===== config.mk =====
export PLATFORM = sky130hd
export DESIGN_NAME = serial_request_scheduler
export DESIGN_NICKNAME = d
export VERILOG_FILES = /design/src/rtl/serial_request_scheduler.sv
export SDC_FILE = /design/constraint.sdc
export NUM_CORES = 1
export LEC_CHECK = 0
export CORE_MARGIN = 2
export CORE_UTILIZATION = 39
export CTS_BUF_LIST = sky130_fd_sc_hd__clkbuf_8
export DETAILED_ROUTE_END_ITERATION = 12
export PLACE_DENSITY = 0.79
export SLEW_MARGIN = 20
export SYNTH_ARGS = -nofsm -noshare
export SYNTH_HDL_FRONTEND = slang
export SYNTH_SLANG_ARGS = --single-unit

===== constraint.sdc =====
create_clock -name clk -period 2.17 [get_ports clk]
set_clock_uncertainty 0.05 [all_clocks]
set_input_delay 0.651 -clock clk [delete_from_list [all_inputs] [get_ports clk]]
set_output_delay 0.651 -clock clk [all_outputs]
set_load 0.01 [all_outputs]

===== src/rtl/serial_request_scheduler.sv =====
// Purpose : sole writer of the serial send FIFO; arbitrates response bytes (strict priority)
//           against per-console frame-request bytes (round-robin, one outstanding per console).
// Latency : input accepted in IDLE -> fifo_wr_en high after the next edge, captured on the 2nd edge.
// Backpressure: nothing is accepted while fifo_full; at most one FIFO write every 3 cycles.
//
// Optional feature: define REQ_TIMEOUT_EN to build per-console pending-lock timeout counters.
//
// Ports:
//   clk, rst_l                       clock, asynchronous active-low reset
//   resp_valid/resp_byte/resp_ready  response byte handshake (resp_ready = taken this edge)
//   request_frame[NC]                console i buffer has room (level)
//   frame_delivered[NC]              pulse: frame for console i written, releases lock i
//   clear_prebuffer                  pulse: re-arm prebuffer, drop all locks, RR pointer -> 0
//   fifo_full                        send FIFO full
//   fifo_wr_en/fifo_data             registered FIFO write port
//   pending[NC]                      per-console lock state
//   prebuffer_done                   set once every request_frame is low at the same time
//   timeout_err                      pulse when any lock times out (tied 0 without the macro)
module serial_request_scheduler #(
  parameter int         NUM_CONSOLES   = 1,
  parameter logic [7:0] BASE_CHAR      = 8'h41,
  parameter int         TIMEOUT_CYCLES = 500000
) (
  input  logic                    clk,
  input  logic                    rst_l,
  input  logic                    resp_valid,
  input  logic [7:0]              resp_byte,
  output logic                    resp_ready,
  input  logic [NUM_CONSOLES-1:0] request_frame,
  input  logic [NUM_CONSOLES-1:0] frame_delivered,
  input  logic                    clear_prebuffer,
  input  logic                    fifo_full,
  output logic                    fifo_wr_en,
  output logic [7:0]              fifo_data,
  output logic [NUM_CONSOLES-1:0] pending,
  output logic                    prebuffer_done,
  output logic                    timeout_err
);

  localparam int NC = NUM_CONSOLES;
  localparam int PW = (NC > 1) ? $clog2(NC) : 1;

  typedef enum logic [1:0] {ST_IDLE, ST_WRITE, ST_GAP} state_t;

  state_t          state_q, state_d;
  logic [PW-1:0]   rr_ptr_q, rr_ptr_d, grant_idx, hi_idx, lo_idx;
  logic [NC-1:0]   pending_q, pending_d, eligible, lock_set, lock_tmo;
  logic            prebuf_q;
  logic            wr_en_q;
  logic [7:0]      data_q;
  logic            take_resp, take_req, any_elig, hi_found, lo_found;

  // A grant in the same cycle as clear_prebuffer would leave a request outstanding
  // with no lock recorded, so clear_prebuffer also blocks eligibility.
  assign eligible = {NC{prebuf_q & ~clear_prebuffer}} & request_frame
                    & ~pending_q & ~frame_delivered;

  // Round-robin: lowest eligible index at or above the pointer, else lowest overall.
  always_comb begin
    hi_found = 1'b0;
    lo_found = 1'b0;
    hi_idx   = '0;
    lo_idx   = '0;
    for (int i = 0; i < NC; i++) begin
      if (eligible[i] && !hi_found && (PW'(i) >= rr_ptr_q)) begin
        hi_found = 1'b1;
        hi_idx   = PW'(i);
      end
      if (eligible[i] && !lo_found) begin
        lo_found = 1'b1;
        lo_idx   = PW'(i);
      end
    end
    any_elig  = lo_found;
    grant_idx = hi_found ? hi_idx : lo_idx;
  end

  // FSM next state; the two-cycle WRITE/GAP tail lets fifo_full settle before the next decision.
  always_comb begin
    state_d   = state_q;
    take_resp = 1'b0;
    take_req  = 1'b0;
    case (state_q)
      ST_IDLE: begin
        if (!fifo_full) begin
          if (resp_valid) begin
            take_resp = 1'b1;
            state_d   = ST_WRITE;
          end else if (any_elig) begin
            take_req = 1'b1;
            state_d  = ST_WRITE;
          end
        end
      end
      ST_WRITE: state_d = ST_GAP;
      ST_GAP:   state_d = ST_IDLE;
      default:  state_d = ST_IDLE;
    endcase
  end

  always_comb begin
    lock_set = '0;
    for (int i = 0; i < NC; i++) begin
      lock_set[i] = take_req && (grant_idx == PW'(i));
    end
  end

  // Pointer wraps NC-1 -> 0; with one console it is always 0.
  always_comb begin
    rr_ptr_d = rr_ptr_q;
    if (clear_prebuffer) begin
      rr_ptr_d = '0;
    end else if (take_req) begin
      rr_ptr_d = (grant_idx == PW'(NC - 1)) ? '0 : grant_idx + 1'b1;
    end
  end

  // Set and delivery never coincide for one console: delivery blocks eligibility.
  always_comb begin
    if (clear_prebuffer) begin
      pending_d = '0;
    end else begin
      pending_d = (pending_q | lock_set) & ~frame_delivered & ~lock_tmo;
    end
  end

  always_ff @(posedge clk or negedge rst_l) begin
    if (!rst_l) begin
      state_q   <= ST_IDLE;
      rr_ptr_q  <= '0;
      pending_q <= '0;
      prebuf_q  <= 1'b0;
      wr_en_q   <= 1'b0;
      data_q    <= 8'h00;
    end else begin
      state_q   <= state_d;
      rr_ptr_q  <= rr_ptr_d;
      pending_q <= pending_d;
      wr_en_q   <= take_resp | take_req;
      if (take_resp) begin
        data_q <= resp_byte;
      end else if (take_req) begin
        data_q <= BASE_CHAR + 8'(grant_idx);
      end
      if (clear_prebuffer) begin
        prebuf_q <= 1'b0;
      end else if (request_frame == '0) begin
        prebuf_q <= 1'b1;
      end
    end
  end

`ifdef REQ_TIMEOUT_EN
  logic [19:0] tmo_cnt_q [NC];
  logic        tmo_err_q;

  // Counter sits at 0 while unlocked, so it restarts from 0 on every lock set.
  always_comb begin
    lock_tmo = '0;
    for (int i = 0; i < NC; i++) begin
      lock_tmo[i] = pending_q[i] && (tmo_cnt_q[i] == 20'(TIMEOUT_CYCLES - 1))
                    && !frame_delivered[i] && !clear_prebuffer;
    end
  end

  always_ff @(posedge clk or negedge rst_l) begin
    if (!rst_l) begin
      tmo_err_q <= 1'b0;
      for (int i = 0; i < NC; i++) begin
        tmo_cnt_q[i] <= '0;
      end
    end else begin
      tmo_err_q <= |lock_tmo;
      for (int i = 0; i < NC; i++) begin
        if (!pending_q[i] || lock_tmo[i] || frame_delivered[i] || clear_prebuffer) begin
          tmo_cnt_q[i] <= '0;
        end else begin
          tmo_cnt_q[i] <= tmo_cnt_q[i] + 20'd1;
        end
      end
    end
  end

  assign timeout_err = tmo_err_q;
`else
  assign lock_tmo    = '0;
  assign timeout_err = 1'b0;
`endif

  // resp_ready is combinational: high in the cycle whose closing edge takes resp_byte.
  assign resp_ready     = take_resp;
  assign fifo_wr_en     = wr_en_q;
  assign fifo_data      = data_q;
  assign pending        = pending_q;
  assign prebuffer_done = prebuf_q;

endmodule


Word level (Yosys, flattened, before mapping)
Cells that the tools add are included.
Widths: inputs -> output; s select.
Word-level totals
  bits in registers: 13
  input port bits: 15
  output and inout port bits: 13
  logic and storage cells: 39
Cells by class
  equality and inequality tests: 4
  mux-type cells: 17
  bitwise operators: 10
  reduce and logical (&&, ||, !) cells: 3
Operator list (count)
  $mux 8: 2
  $mux 1: 11
  $mux 2: 3
  $and 1x1->1: 5
  $pmux 2 s2: 1
  $ne 3x3->1 const B: 1
  $not 1->1: 3
  $eq 2x1->1 const B: 1
  $logic_not 2->1: 1
  $ne 2x1->1 const B: 1
  $ne 2x2->1 const B: 1
  $or 1x1->1: 2
  $reduce_and 2->1: 1
  $reduce_bool 2->1: 1

Longest topological paths before layout
Gate-level depths: netlist (run 1).
  depth in word-level cells: 13
  mapped depth: 4
  mapped depth without buffers: 4

Worst setup path after synthesis (run 1)
No wires, ideal clock.
  path kind: input to output
  start: input port fifo_full
  end: output port resp_ready
  arrival time: 1298 ps
  required time: 1469 ps
  setup slack: 171 ps
  stages on the path: 2
  path buffers: 0
  path through: or4b_4 clkinv_4
Between the ends
  cells in the longest elaborated chain, start to end: 2
Ends and longest elaborated chain
  from (decl): RTL line 32  | input logic fifo_full,
  $mux 1: RTL line 85  | if (!fifo_full) begin
  $mux 1: RTL line 83  | case (state_q)
  to (decl): RTL line 28  | output logic resp_ready,
Every way passes these cells.

Worst setup path after layout (run 1)
Same ends and word-level chain as after synthesis.

==> metrics.csv, run 1 <==
stage,metric,value,unit
worst_setup_path,crit_chain,"buf_2, or4b_4, clkinv_4, buf_6",
floorplanning,dieArea,1700,µm²
detailed_routing,vias,499,
logic_synthesis,yosys_warnings,0,
grt,grt_pass1_vias,455,
logic_synthesis,synth_compound_area_share,9.49,%
logic_synthesis,netlist_area,541,µm²
place,pre_cts_slack,-0.767,ns
grt,grt_max_degree,14,
power,powerDensity,773,nW/µm²
timing,setup_violations,0,
cells_and_area,final_common_cell,clkdlybuf4s50_1,
worst_setup_path,cp.arrival,1.42,ns
floorplanning,die_width,41.2,µm
logic_synthesis,synth_cells,54,
cells_and_area,final_cell_mix,"23 x clkdlybuf4s50_1, 14 x nand2_1, 13 x dfrtp_1, 6 x o21ai_1, 6 x buf_4",
cells_and_area,antenna_cells,0,
cells_and_area,drive_above_1_share,18.2,%
timing,rsz0062_at_grt,false,
logic_synthesis,yosys.area_share.adder,0,%
detailed_routing,wire_per_inst,12.1,µm
clocking,post_cts_buffers,0,
clocking,cts_root_buf,clkbuf_8,
detailed_routing,drcViolationCount,0,
logic_synthesis,ys_ff_latch,13,
floorplanning,ios,28,
logic_synthesis,synth_edf_count,0,
clocking,htreeDepth,1,
logic_synthesis,synth_top_family_by_area,simple AND/OR/NAND/NOR gates,
grt,antenna_found_initial,0,
cells_and_area,fill_cells,118,
worst_setup_path,cp_max_fo,2,
grt,overflow,0,
worst_setup_path,cpMaxStageDelayCell,or4b_4,
status,status,finished clean,
timing,slew_headroom,62.2,%
timing,min_period,2.13,ns
clocking,cts.path.max_buffers,2,
hold_path,holdPathStages,2,
detailed_routing,viasPerCell,4.84,
power,finalPower,0.682,mW
cells_and_area,nNetsFinal,104,
timing,timing.fmax,470,MHz
worst_setup_path,cp.required,1.47,ns
flow_run,max_cap_violations,0,
hold_path,hold_class,reg2reg,
floorplanning,die_h,41.2,µm
cells_and_area,area_growth,63.2,%
grt,track_usage,17.6,%
worst_setup_path,worstRegToRegCells,4,
logic_synthesis,synth-xor-area-share,0,%
logic_synthesis,syn_avg_cell_area,10.0,µm²
detailed_routing,drt_iter0_markers,0,
logic_synthesis,seq_area_frac_synth,60.2,%
detailed_routing,drtPass1Iterations,1,
worst_setup_path,cp-end-kind,output port,
clocking,cts_tree,done,
timing,setup_ws,0.0444,ns
worst_setup_path,path_class,in2out,
place,port-buffer-count,26,
clocking,cts_buffers,3,
clocking,clk_pin_slew,0.05,ns
timing,tightest_slew,0.565,ns
power,leakagePower,0.407,nW
clocking,insertion_delay,0.23,ns
timing,slew_viol_final,0,
grt,grt_pass1_wl,1910,µm
detailed_routing,routed_wl,1240,µm
floorplanning,initial_core_util,41.5,%
detailed_routing,ant_nets,0,
logic_synthesis,synthFlopType,dfrtp_1,
worst_setup_path,worst_path_largest_cell_delay,0.51,ns
timing,period_share,98.0,%
place,dp_hpwl,965,µm
power,ir_drop,0.413,mV
logic_synthesis,syn_nets,69,
floorplanning,core_area,1300,µm²
place,gp_congestion,0.713,
logic_synthesis,synthMuxAreaShare,0,%
timing,finalHoldViolCount,0,
worst_setup_path,crit_path_start_kind,input pin,
logic_synthesis,yosysUniqueCellTypes,18,
clocking,clock-sinks,13,
floorplanning,fp-row-count,13,
logic_synthesis,ys_async_sr_fraction,100,%
logic_synthesis,yosys.area_share.simple,23.8,%
where the power goes:
group / internal, mW / switching, mW / leakage, nW / total (mW)
combinational: 0.108 / 0.0738 / 0.217 / 0.182
clock: 0.124 / 0.0776 / 0.0269 / 0.202
sequential: 0.279 / 0.0198 / 0.163 / 0.298
final cells by class:
type,instances,area [µm²],area share (%)
sequential,13,325,36.9
inverter,2,12.5,1.42
clock buffer,3,41.3,4.68
timing repair buffer,32,297,33.6
clock inverter,1,3.75,0.426
tap,15,18.8,2.13
multi-input combinational,37,184,20.9
flip-flops by register name, indices dropped and copies added (netlist names):
| register | cells |
|---|---|
| fifo_data | 8 |
| pending | 1 |
| prebuffer_done | 1 |
| state_q | 2 |
| fifo_wr_en | 1 |
worst paths after layout:
kind,end,from,slack (ns)
max reg2reg,fifo_data[7],state_q[1],0.69
min in group asynchronous,prebuffer_done,rst_l,0.73
min reg2reg,fifo_data[3],fifo_data[3],0.47
min,fifo_data[3],fifo_data[3],0.47
max,resp_ready,fifo_full,0.04
max in group asynchronous,fifo_data[1],rst_l,0.97
layer usage:
metal	vias to the layer above	part of all wire (%)	track usage (%)
li1	249	-	-
met1	232	44	24.1
met2	18	50	28.1
met3	0	6.6	3.26
met4	0	0	4.84
met5	-	0	0
synth_stat cells (2+ instances only):
| cell | instances | share of area [%] |
|---|---|---|
| o21ai_1 | 6 | 5.6 |
| nor2_2 | 2 | 2.3 |
| nor2_1 | 3 | 2.1 |
| dfrtp_1 | 13 | 60 |
| a21oi_1 | 3 | 2.8 |
| nand2_1 | 14 | 9.7 |
| nor4_1 | 2 | 2.3 |
kinds of logic (layout without fill, tap and decap cells):
| family | after synthesis | count (layout) |
|---|---|---|
| other | 1 | 1 |
| buffers and inverters | 4 | 38 |
| AOI/OAI and AO/OA | 10 | 10 |
| and+or+nand+nor | 26 | 26 |
| DFF | 13 | 13 |
stage by stage:
| step | instances | hold slack, ns | TNS [ns] | util, % | area (µm²) |
|---|---|---|---|---|---|
| 3_5_place_dp | 99 | 0.463 | -0.941 | 65.0 | 846 |
| 3_3_place_gp | 99 | 0.454 | -0.943 | 65.0 | 846 |
| 6_report | 103 | 0.472 | 0 | 67.8 | 882 |
| 5_1_grt | 103 | 0.499 | 0 | 67.8 | 882 |
| 4_1_cts | 103 | 0.477 | 0 | 67.8 | 882 |
| 2_1_floorplan | 54 | 0.305 | 0 | - | 541 |
repair_timing:
item	4_1_cts	5_1_grt
endpoints found under the setup margin	1	0
hold buffers	0	0
resized for setup	13	0
worst max-delay path: cells and delay by family:
family,cells,cell delay (ns)
AND/OR/NAND/NOR,1,0.51
buffers and inverters,3,0.27
Power figures use the tool's default switching activity.
==> run 2, diff against run 1 <==
- RECOVER_POWER: not set -> 25
==> metrics.csv, run 2 (synthesis results as in run 1) <==
stage,metric,value,unit,change
status,status,finished clean,,unchanged
cells_and_area,final_cells,103,,unchanged
timing,min_period,2.13,ns,about the same
cells_and_area,stdcell_area,878,µm²,was 882 µm²
cells_and_area,final_common_cell,clkdlybuf4s50_1,,unchanged
detailed_routing,wire_per_inst,12.1,µm,unchanged
power,ir_drop,0.411,mV,was 0.413 mV
cells_and_area,fill_cells,118,,unchanged
power,leakagePower,0.404,nW,was 0.407 nW
detailed_routing,ant_nets,0,,unchanged
worst_setup_path,cp.arrival,1.42,ns,about the same
floorplanning,ios,28,,unchanged
power,p_sw_share,25.2,%,was 25.1%
clocking,hold_buffers,0,,unchanged
detailed_routing,drtPass1Iterations,1,,unchanged
cells_and_area,area_growth,62.5,%,was 63.2%
clocking,htreeDepth,1,,unchanged
timing,timing.fmax,471,MHz,was 470 MHz
place,place_inst,99,,unchanged
timing,fin_hold_ws,0.472,ns,about the same
grt,grt_pass1_wl,1910,µm,unchanged
detailed_routing,vias,500,,was 499
worst_setup_path,cp-end-kind,output port,,unchanged
floorplanning,initial_core_util,41.5,%,unchanged
cells_and_area,nNetsFinal,104,,unchanged
clocking,insertion_delay,0.23,ns,about the same
grt,overflow,0,,unchanged
cells_and_area,drive_above_1_share,17.0,%,was 18.2%
place,gp_congestion,0.713,,unchanged
power,p_sw,0.171,mW,about the same
place,placed_area,846,µm²,unchanged
clocking,cts_buffers,3,,unchanged
place,port-buffer-count,26,,unchanged
floorplanning,die_h,41.2,µm,unchanged
grt,grt_pass1_vias,455,,unchanged
timing,tightest_slew,0.570,ns,was 0.565 ns
cells_and_area,largest_reg_flops,8,,unchanged
clocking,cts_root_buf,clkbuf_8,,unchanged
grt,antenna_found_initial,0,,unchanged
cells_and_area,ff_latch_area,325,µm²,unchanged
floorplanning,fp-row-count,13,,unchanged
worst_setup_path,crit_path_start_kind,input pin,,unchanged
clocking,cts.path.max_buffers,2,,unchanged
flow_run,max_cap_violations,0,,unchanged
detailed_routing,drcViolationCount,0,,unchanged
power,powerDensity,774,nW/µm²,was 773 nW/µm²
timing,slew_viol_final,0,,unchanged
worst_setup_path,cp.required,1.47,ns,about the same
cells_and_area,antenna_cells,0,,unchanged
grt,grt_max_degree,14,,unchanged
timing,rsz0062_at_grt,false,,unchanged
timing,setup_violations,0,,unchanged
power,p_int,0.509,mW,was 0.511 mW
detailed_routing,drt_iter0_markers,0,,unchanged
power,clkPwrFrac,29.7,%,was 29.6%
worst_setup_path,path_class,in2out,,unchanged
power,power.share.sequential,43.8,%,was 43.7%
cells_and_area,multi_input_area,184,µm²,unchanged
timing,finalHoldViolCount,0,,unchanged
power,pwr-share-comb,26.5,%,was 26.7%
clocking,clock-sinks,13,,unchanged
grt,track_usage,17.6,%,unchanged
place,dp_hpwl,965,µm,unchanged
detailed_routing,routed_wl,1240,µm,unchanged
hold_path,hold_class,reg2reg,,unchanged
clocking,cts_tree,done,,unchanged
floorplanning,die_width,41.2,µm,unchanged
detailed_routing,viasPerCell,4.85,,was 4.84
timing,period_share,97.9,%,was 98.0%
clocking,clk_pin_slew,0.05,ns,about the same
floorplanning,dieArea,1700,µm²,unchanged
timing,slew_headroom,61.9,%,was 62.2%
floorplanning,core_area,1300,µm²,unchanged
cells_and_area,final_cell_mix,"21 x clkdlybuf4s50_1, 14 x nand2_1, 13 x dfrtp_1, 6 x o21ai_1, 5 x buf_4",,"was 23 x clkdlybuf4s50_1, 14 x nand2_1, 13 x dfrtp_1, 6 x o21ai_1, 6 x buf_4"
worst_setup_path,cp_max_fo,2,,unchanged
-- run 2: changes by cell type in the layout (fill, tap and decap cells not counted) --
cell / change
dlygate4sd3_1: +2
buf_4: -1
clkbuf_1: +1
clkdlybuf4s50_1: -2
-- run 2: path summary, 6_finish.rpt --
check	from	endpoint	slack, ns	cells past startpoint
max	fifo_full	resp_ready	0.04	4
min	fifo_data[3]	fifo_data[3]	0.47	2
max reg2reg	state_q[1]	fifo_data[7]	0.69	4
min reg2reg	fifo_data[3]	fifo_data[3]	0.47	2
max in group asynchronous	rst_l	fifo_data[1]	0.89	1
min in group asynchronous	rst_l	prebuffer_done	0.80	1
-- run 2: metal layers --
layer | up-vias | track usage (%) | share of wire, %
met1 | 233 | 24.1 | 44
met4 | 0 | 4.84 | 0
li1 | 249 | - | -
met2 | 18 | 28.1 | 50
met5 | - | 0 | 0
met3 | 0 | 3.26 | 6.6
-- run 2: cell type report --
type	count	share of cell area, %
Multi-Input combinational cell	37	20.9
Inverter	2	1.42
Timing Repair Buffer	32	33.3
Sequential cell	13	37.0
Clock buffer	3	4.70
Tap cell	15	2.14
Clock inverter	1	0.427
-- run 2: repair_timing --
action,4_1_cts,5_1_grt
gates resized for setup,13,0
setup buffers,0,0
endpoints found under the setup margin,1,0
-- run 2: worst max-delay path, stage by stage --
cell and delay [ns]:
buf_2 0.11, or4b_4 0.51, clkinv_4 0.07, buf_6 0.09
-- run 2: per-stage QoR --
stage	setup WS [ns]	power (mW)	util (%)	TNS [ns]
floorplan	0.171	0.365	-	0
global placement	-0.757	0.480	65.0	-0.943
detailed placement	-0.767	0.487	65.0	-0.941
CTS	0.0427	0.694	67.8	0
global route	0.0261	0.723	67.5	0
finish	0.0448	0.680	67.5	0
-- run 2: power groups by stage --
| stage | combinational [mW] | clock (mW) | sequential (mW) |
|---|---|---|---|
| 5_1_grt | 0.198 | 0.221 | 0.303 |
| 6_report | 0.180 | 0.202 | 0.298 |
| 4_1_cts | 0.185 | 0.211 | 0.299 |
| 2_1_floorplan | 0.0476 | 0 | 0.318 |
| 3_5_place_dp | 0.185 | 0 | 0.302 |
| 3_3_place_gp | 0.179 | 0 | 0.301 |
